## config.mk

```make
export PLATFORM = sky130hd
export DESIGN_NAME = if_stage
export DESIGN_NICKNAME = d
export VERILOG_FILES = /design/src/rtl/if_stage.sv
export SDC_FILE = /design/constraint.sdc
export NUM_CORES = 1
export LEC_CHECK = 0
export ABC_AREA = 1
export CORE_MARGIN = 3
export CORE_UTILIZATION = 51
export DETAILED_ROUTE_END_ITERATION = 8
export PLACE_DENSITY = 0.73
export SYNTH_ARGS = -nofsm -noshare
export SYNTH_HDL_FRONTEND = slang
export SYNTH_SLANG_ARGS = --single-unit
```

## constraint.sdc

```tcl
create_clock -name clk -period 7.82 [get_ports clk]
set_clock_uncertainty 0.05 [all_clocks]
set_input_delay 1.564 -clock clk [delete_from_list [all_inputs] [get_ports clk]]
set_output_delay 1.564 -clock clk [all_outputs]
set_load 0.01 [all_outputs]
```

## src/rtl/if_stage.sv

```systemverilog
// Instruction-fetch stage: pipelined imem read port, credit-tracked prefetch FIFO, redirect flush.
// Optional IF_BYPASS_EN: forward a returning word straight to the outputs when the FIFO is empty.
module if_stage #(
    parameter int unsigned       ADDR_W   = 16,
    parameter int unsigned       DEPTH    = 4,
    parameter logic [ADDR_W-1:0] RESET_PC = '0
) (
    input  logic              clk,
    input  logic              rst,
    output logic              o_imem_req,
    output logic [ADDR_W-1:0] o_imem_addr,
    input  logic              i_imem_gnt,
    input  logic              i_imem_rvalid,
    input  logic [15:0]       i_imem_rdata,
    input  logic              i_stall,
    input  logic              i_redirect,
    input  logic [ADDR_W-1:0] i_redirect_pc,
    output logic              o_ir_valid,
    output logic [15:0]       o_ir_cache,
    output logic [ADDR_W-1:0] o_pc
);

    localparam int unsigned PW = (DEPTH > 1) ? $clog2(DEPTH) : 1;
    localparam int unsigned CW = $clog2(DEPTH + 1);
    localparam logic [CW:0] DEPTH_C = (CW + 1)'(DEPTH);

    typedef logic [CW-1:0] cnt_t;

    logic [ADDR_W-1:0] fetch_pc_q, fetch_pc_d;
    logic [ADDR_W-1:0] resp_pc_q, resp_pc_d;
    logic [PW-1:0]     rd_ptr_q, rd_ptr_d, wr_ptr_q, wr_ptr_d;
    cnt_t              count_q, count_d, outst_q, outst_d, discard_q, discard_d;
    logic [ADDR_W-1:0] pc_mem [DEPTH];
    logic [15:0]       ir_mem [DEPTH];

    logic [CW:0] inflight;
    logic        grant, rsp, drop, keep, head_valid, push, pop;

    // Credit covers both buffered words and reads still in flight, so a push never overflows.
    assign inflight    = {1'b0, count_q} + {1'b0, outst_q};
    assign o_imem_req  = !rst && (inflight < DEPTH_C);
    assign o_imem_addr = fetch_pc_q;

    assign grant      = o_imem_req && i_imem_gnt;
    assign rsp        = i_imem_rvalid && (outst_q != '0);
    assign drop       = rsp && (discard_q != '0);
    assign keep       = rsp && (discard_q == '0) && !i_redirect;
    assign head_valid = (count_q != '0);
    assign pop        = head_valid && !i_stall;

`ifdef IF_BYPASS_EN
    logic bypass;
    assign bypass     = keep && (count_q == '0) && !rst;
    assign o_ir_valid = head_valid || bypass;
    assign o_ir_cache = bypass ? i_imem_rdata : ir_mem[rd_ptr_q];
    assign o_pc       = bypass ? resp_pc_q : pc_mem[rd_ptr_q];
    assign push       = keep && !(bypass && !i_stall);
`else
    assign o_ir_valid = head_valid;
    assign o_ir_cache = ir_mem[rd_ptr_q];
    assign o_pc       = pc_mem[rd_ptr_q];
    assign push       = keep;
`endif

    always_comb begin
        fetch_pc_d = grant ? fetch_pc_q + ADDR_W'(1) : fetch_pc_q;
        resp_pc_d  = keep ? resp_pc_q + ADDR_W'(1) : resp_pc_q;
        outst_d    = outst_q + cnt_t'(grant) - cnt_t'(rsp);
        discard_d  = drop ? discard_q - cnt_t'(1) : discard_q;
        count_d    = count_q + cnt_t'(push) - cnt_t'(pop);
        wr_ptr_d   = push ? wr_ptr_q + PW'(1) : wr_ptr_q;
        rd_ptr_d   = pop ? rd_ptr_q + PW'(1) : rd_ptr_q;
        if (i_redirect) begin
            // Everything still in flight after this edge belongs to the old stream.
            fetch_pc_d = i_redirect_pc;
            resp_pc_d  = i_redirect_pc;
            discard_d  = outst_d;
            count_d    = '0;
            wr_ptr_d   = '0;
            rd_ptr_d   = '0;
        end
    end

    always_ff @(posedge clk) begin
        if (rst) begin
            fetch_pc_q <= RESET_PC;
            resp_pc_q  <= RESET_PC;
            count_q    <= '0;
            outst_q    <= '0;
            discard_q  <= '0;
            rd_ptr_q   <= '0;
            wr_ptr_q   <= '0;
        end else begin
            fetch_pc_q <= fetch_pc_d;
            resp_pc_q  <= resp_pc_d;
            count_q    <= count_d;
            outst_q    <= outst_d;
            discard_q  <= discard_d;
            rd_ptr_q   <= rd_ptr_d;
            wr_ptr_q   <= wr_ptr_d;
        end
    end

    always_ff @(posedge clk) begin
        if (push) begin
            pc_mem[wr_ptr_q] <= resp_pc_q;
            ir_mem[wr_ptr_q] <= i_imem_rdata;
        end
    end

endmodule

```

* Yosys cells after proc, flatten, opt, wreduce, memory -nomap -nowiden *
Memory sizes are Yosys's and may differ from the RTL's. A register that Yosys moved wholly into a read port is not among the register bits.
Index checks and enable logic that the tools add are counted.
Widths: inputs -> output; s select.

storage, ports and cells
  memories = 2
  output and inout port bits = 50
  latch bits = 0
  input bits = 38
  bits in writable memories = 128
  bits in registers = 45
  bits in read-only memories = 0

memories
  memory  depth  bits a word  read ports  clocked after Yosys merged registers in  write ports  RTL line  RTL
  ir_mem  4      16           1           1                                        1            34        logic [15:0] ir_mem [DEPTH];
  pc_mem  4      16           1           1                                        1            33        logic [ADDR_W-1:0] pc_mem [DEPTH];

cells by class
  order comparisons = 1
  div/mod/pow operators = 0
  muxes and demuxes = 12
  shifts and indexed selects = 0
  multipliers = 0
  add/subtract/negate cells = 10
  equal/unequal tests = 0
  bitwise logic cells = 0
  reductions and logical operators = 18

operators with widths
  kind                   number
  $mux 16                4
  $add 16x1->16 const B  2
  $reduce_bool 3->1      3
  $mux 2                 4
  $logic_and 1x1->1      7
  $add 3x1->3            2
  $mux 3                 2
  $reduce_bool 2->1      3
  $sub 3x1->3            2
  $add 2x1->2 const B    2
  $add 3x3->4            1
  $lt 4x3->1 const B     1
  $logic_not 1->1        3
  $logic_not 3->1        1
  $sub 3x1->3 const B    1
  $mux 1                 2
  $reduce_or 2->1        1

* Logic depth before layout (Yosys ltp) *
  word-level depth = 7
  depth in mapped cells = 14
  depth with buffers taken out = 14

* Least setup slack after synthesis *
Ideal clock, no wire load.

  path kind = input -> register
  from = input i_imem_rvalid
  to = memory ir_mem[0][0] (enable)
  path buffers = 0
  setup time = 421 ps
  cell stages on the path = 4
  path slack = 4046 ps
  arrival = 3303 ps
  path through = nand3_4 > nor2_8 > inv_1 > nor2_1

between the ends
  cells in the longest elaborated chain, start to end = 5

ends and longest elaborated chain
  element                         RTL line  RTL
  start: declaration              13        input logic i_imem_rvalid,
  $logic_and 1x1->1               45        assign rsp = i_imem_rvalid && (outst_q != '0);
  $logic_and 1x1->1 (2 in a row)  47        assign keep = rsp && (discard_q == '0) && !i_redirect;
  $mux 1                          105       if (push) begin
  $mux 1 (implied by the code)    107       ir_mem[wr_ptr_q] <= i_imem_rdata;
  end: declaration                34

Every way passes these cells.

* Worst setup path after layout *
  from = input rst
  to = output o_imem_req

between the ends
  cells in the longest elaborated chain, start to end = 2

ends and longest elaborated chain
  element             RTL line  RTL
  start: declaration  9         input logic rst,
  $logic_not 1->1     41        assign o_imem_req = !rst && (inflight < DEPTH_C);
  $logic_and 1x1->1   41
  end: declaration    10        output logic o_imem_req,

Every way passes these cells.

==> flow_metrics.env <==
export IMPL_outcome="finished, final reports clean"
export IMPL_setup_tns_ns=0
export IMPL_setup_worst_path_end="o_imem_req"
export IMPL_synth_nets=809
export IMPL_gr_total_overflow=0
export IMPL_place_hpwl_mm=10.7
export IMPL_slew_viol_final=0
export IMPL_layout_min_cycle_time_ns=4.73
export IMPL_r2r_end="pc_mem[0][7]$_DFFE_PP_"
export IMPL_ios=88
export IMPL_place_inst=1002
export IMPL_relSlewSlack_pct=27.8
export IMPL_cts_resized=0
export IMPL_final_area_um2=9190
export IMPL_swShare_pct=25.2
export IMPL_vias_per_cell=5.54
export IMPL_reg2reg_depth=8
export IMPL_placed_area_um2=8670
export IMPL_wire_per_inst_um=16.6
export IMPL_syn_area_um2=7630
export IMPL_cts_tree="done"
export IMPL_ys_types=36
export IMPL_cts_buffers=17
export IMPL_power_mw=2.16
export IMPL_grt_pass1_vias=5688
export IMPL_holdBufCountCts=0
export IMPL_vias=5727
export IMPL_reg2reg_from="discard_q[0]$_SDFFE_PP0P_"
export IMPL_syn_mean_instance_area_um2=10.1
export IMPL_hold_class="flip-flop to flip-flop"
export IMPL_max_vdd_ir_drop_mv=0.180
export IMPL_routabilityCongestion=0.888
export IMPL_hold_viol_final=0
export IMPL_crit_fanout=27
export IMPL_use_met3_pct=4.40
export IMPL_p_comb_share_pct=14.7
export IMPL_met1_usage_pct=28.4
export IMPL_yosys_warnings=0
export IMPL_syn2layout_area_growth_pct=20.4
export IMPL_busiest_layer="met2"
export IMPL_power_density_nw_per_um2=235
export IMPL_whs_ns=0.417
export IMPL_drive_gt1_share_pct=5.65
export IMPL_clk_pin_slew_ns=0.06
export IMPL_synth_seq_area_share_pct=62.7
export IMPL_clk_latency_ns=0.42
export IMPL_critPathKind="input port to primary output"
export IMPL_grt_pass1_wl_mm=27.8
export IMPL_worstSetupStartpointType="input port"
export IMPL_clkPwrFrac_pct=34.8
export IMPL_die_y_um=128
export IMPL_maxCapViolCount=0
export IMPL_post_route_util_pct=63.0
export IMPL_critical_path_required_ns=6.21
export IMPL_endpoint_kind="primary output"
export IMPL_p_leak_nw=3.29
export IMPL_internal_power_mw=1.61
export IMPL_setup_violations=0
export IMPL_cp_arrival_ns=3.11
export IMPL_clk_root_buffer_cell="clkbuf_16"
export IMPL_fin_ws_ns=3.09
export IMPL_layout_nets=891
export IMPL_clock_sinks=175
export IMPL_die_w_um=128
export IMPL_hp_start="discard_q[2]$_SDFFE_PP0P_"
export IMPL_row_count=44
export IMPL_n_fill_cell=1130
export IMPL_rsz0062_at_grt="no"
export IMPL_core_area_um2=14600
export IMPL_r2r_setup_slack_ns=5.21
export IMPL_crit_start="rst"
export IMPL_firstDrtPassIters=6
export IMPL_pre_cts_slack_ns=3.10
export IMPL_htree_levels=4
export IMPL_final_cells=1034
export IMPL_grt_max_degree=66
export IMPL_drt_iter0_drc=549
export IMPL_synth_top_area_cell="edfxtp_1"
export IMPL_grt_total_usage_pct=21.5
export IMPL_start_util_pct=52.3
export IMPL_p_seq_share_pct=50.5
export IMPL_yosys_area_top_type_share_pct=50.4
export IMPL_synth_cells=755
export IMPL_postCtsSetupRepairBufs=0
export IMPL_min_period_over_period_pct=60.4
export IMPL_use_met2_pct=35.1
export IMPL_antenna_left=0
export IMPL_drc=0
export IMPL_switching_power_uw=544
export IMPL_synthTopCellsByArea="edfxtp_1 50%, dfxtp_1 12%, o21ai_0 6.4%"
export IMPL_die_area_um2=16500
export IMPL_fmax_mhz=212
export IMPL_n_antenna_cell=0
export IMPL_yosys_register_bits=175
export IMPL_clk_path_buf_depth=2
export IMPL_io_buffers=87
export IMPL_tightestPinTransition_ns=1.08
export IMPL_routed_wl_mm=17.1
export IMPL_antenna_found_initial=0
[layout make-up]
type | instances | area (um2) | share of cell area [%]
Sequential cell | 175 | 4790 | 52.1
Clock inverter | 9 | 68.8 | 0.749
Multi-Input combinational cell | 476 | 2460 | 26.8
Inverter | 75 | 282 | 3.06
Tap cell | 184 | 230 | 2.51
Clock buffer | 23 | 448 | 4.88
Timing Repair Buffer | 92 | 908 | 9.89
[critical path: stages]
cell             delay [ns]
clkdlybuf4s50_1        0.40
buf_4                  0.24
nor2_4                 0.14
nand3_1                0.15
inv_1                  0.08
clkdlybuf4s50_1        0.53
[layout by cell type, fill, tap and decap left out, types with 2 or more instances in the layout]
cell / instances
o21ai_0: 97
inv_1: 73
a21oi_1: 40
xor2_1: 4
clkbuf_1: 6
clkbuf_16: 17
edfxtp_1: 128
o21bai_1: 2
fa_1: 2
nor3_1: 2
clkdlybuf4s50_1: 87
ha_1: 14
clkinv_1: 6
nand4_1: 9
nor2_4: 7
nand2_2: 2
buf_4: 5
nand2_1: 98
clkinvlp_4: 2
o22ai_1: 35
nor2_2: 4
dfxtp_1: 46
nand3_1: 38
a31oi_1: 4
o21ai_1: 2
nor2_1: 107
[power by group through the flow]
stage          combinational, mW  sequential [mW]  clock [mW]
2_1_floorplan              0.191             1.10           0
3_3_place_gp               0.309             1.11           0
3_5_place_dp               0.317             1.11           0
4_1_cts                    0.319             1.09       0.763
5_1_grt                    0.357             1.10       0.803
6_report                   0.317             1.09       0.750
[sequential cells by signal, summed over array words and instances (netlist names), named ones only]
name	flops
o_imem_addr	16
wr_ptr_q	2
pc_mem	64
ir_mem	64
outst_q	3
discard_q	3
resp_pc_q	16
rd_ptr_q	2
count_q	3
[cell usage after synthesis (all sizes together)]
cell      n
nand2   100
or2       1
nand4    10
clkbuf   17
o22ai    35
o211ai    1
o21bai    2
xnor2     1
fa        2
nor2    119
buf      12
dfxtp    47
edfxtp  128
nand3    40
o21ai    99
a21oi    41
a31oi     4
nor3      3
inv      74
clkinv    1
ha       14
xor2      4
[per-layer routing]
metal | vias up | share of wire, %
met1 | 2727 | 44
met2 | 191 | 48
met4 | 0 | 2.1
li1 | 2779 | -
met5 | - | 0
met3 | 30 | 5.6
[logic make-up after synthesis]
family,Yosys count,share of synthesized area (%)
AO/OA/AOI/OAI,182,12.7
XOR/XNOR,5,0.574
adder cells (fa/ha/maj),16,2.82
buffers and inverters,104,5.43
flip-flops,175,62.7
AND/OR/NAND/NOR,273,15.8
[how the worst min path moves through the flow]
stage | to | cells after the start
6_report | discard_q[2]$_SDFFE_PP0P_ | 2
5_1_grt | discard_q[2]$_SDFFE_PP0P_ | 2
4_1_cts | discard_q[2]$_SDFFE_PP0P_ | 2
3_5_place_dp | flip-flop | 2
3_3_place_gp | discard_q[1]$_SDFFE_PP0P_ | 2
2_1_floorplan | flip-flop | 2
No activity file was read; power rests on OpenSTA's default activity.
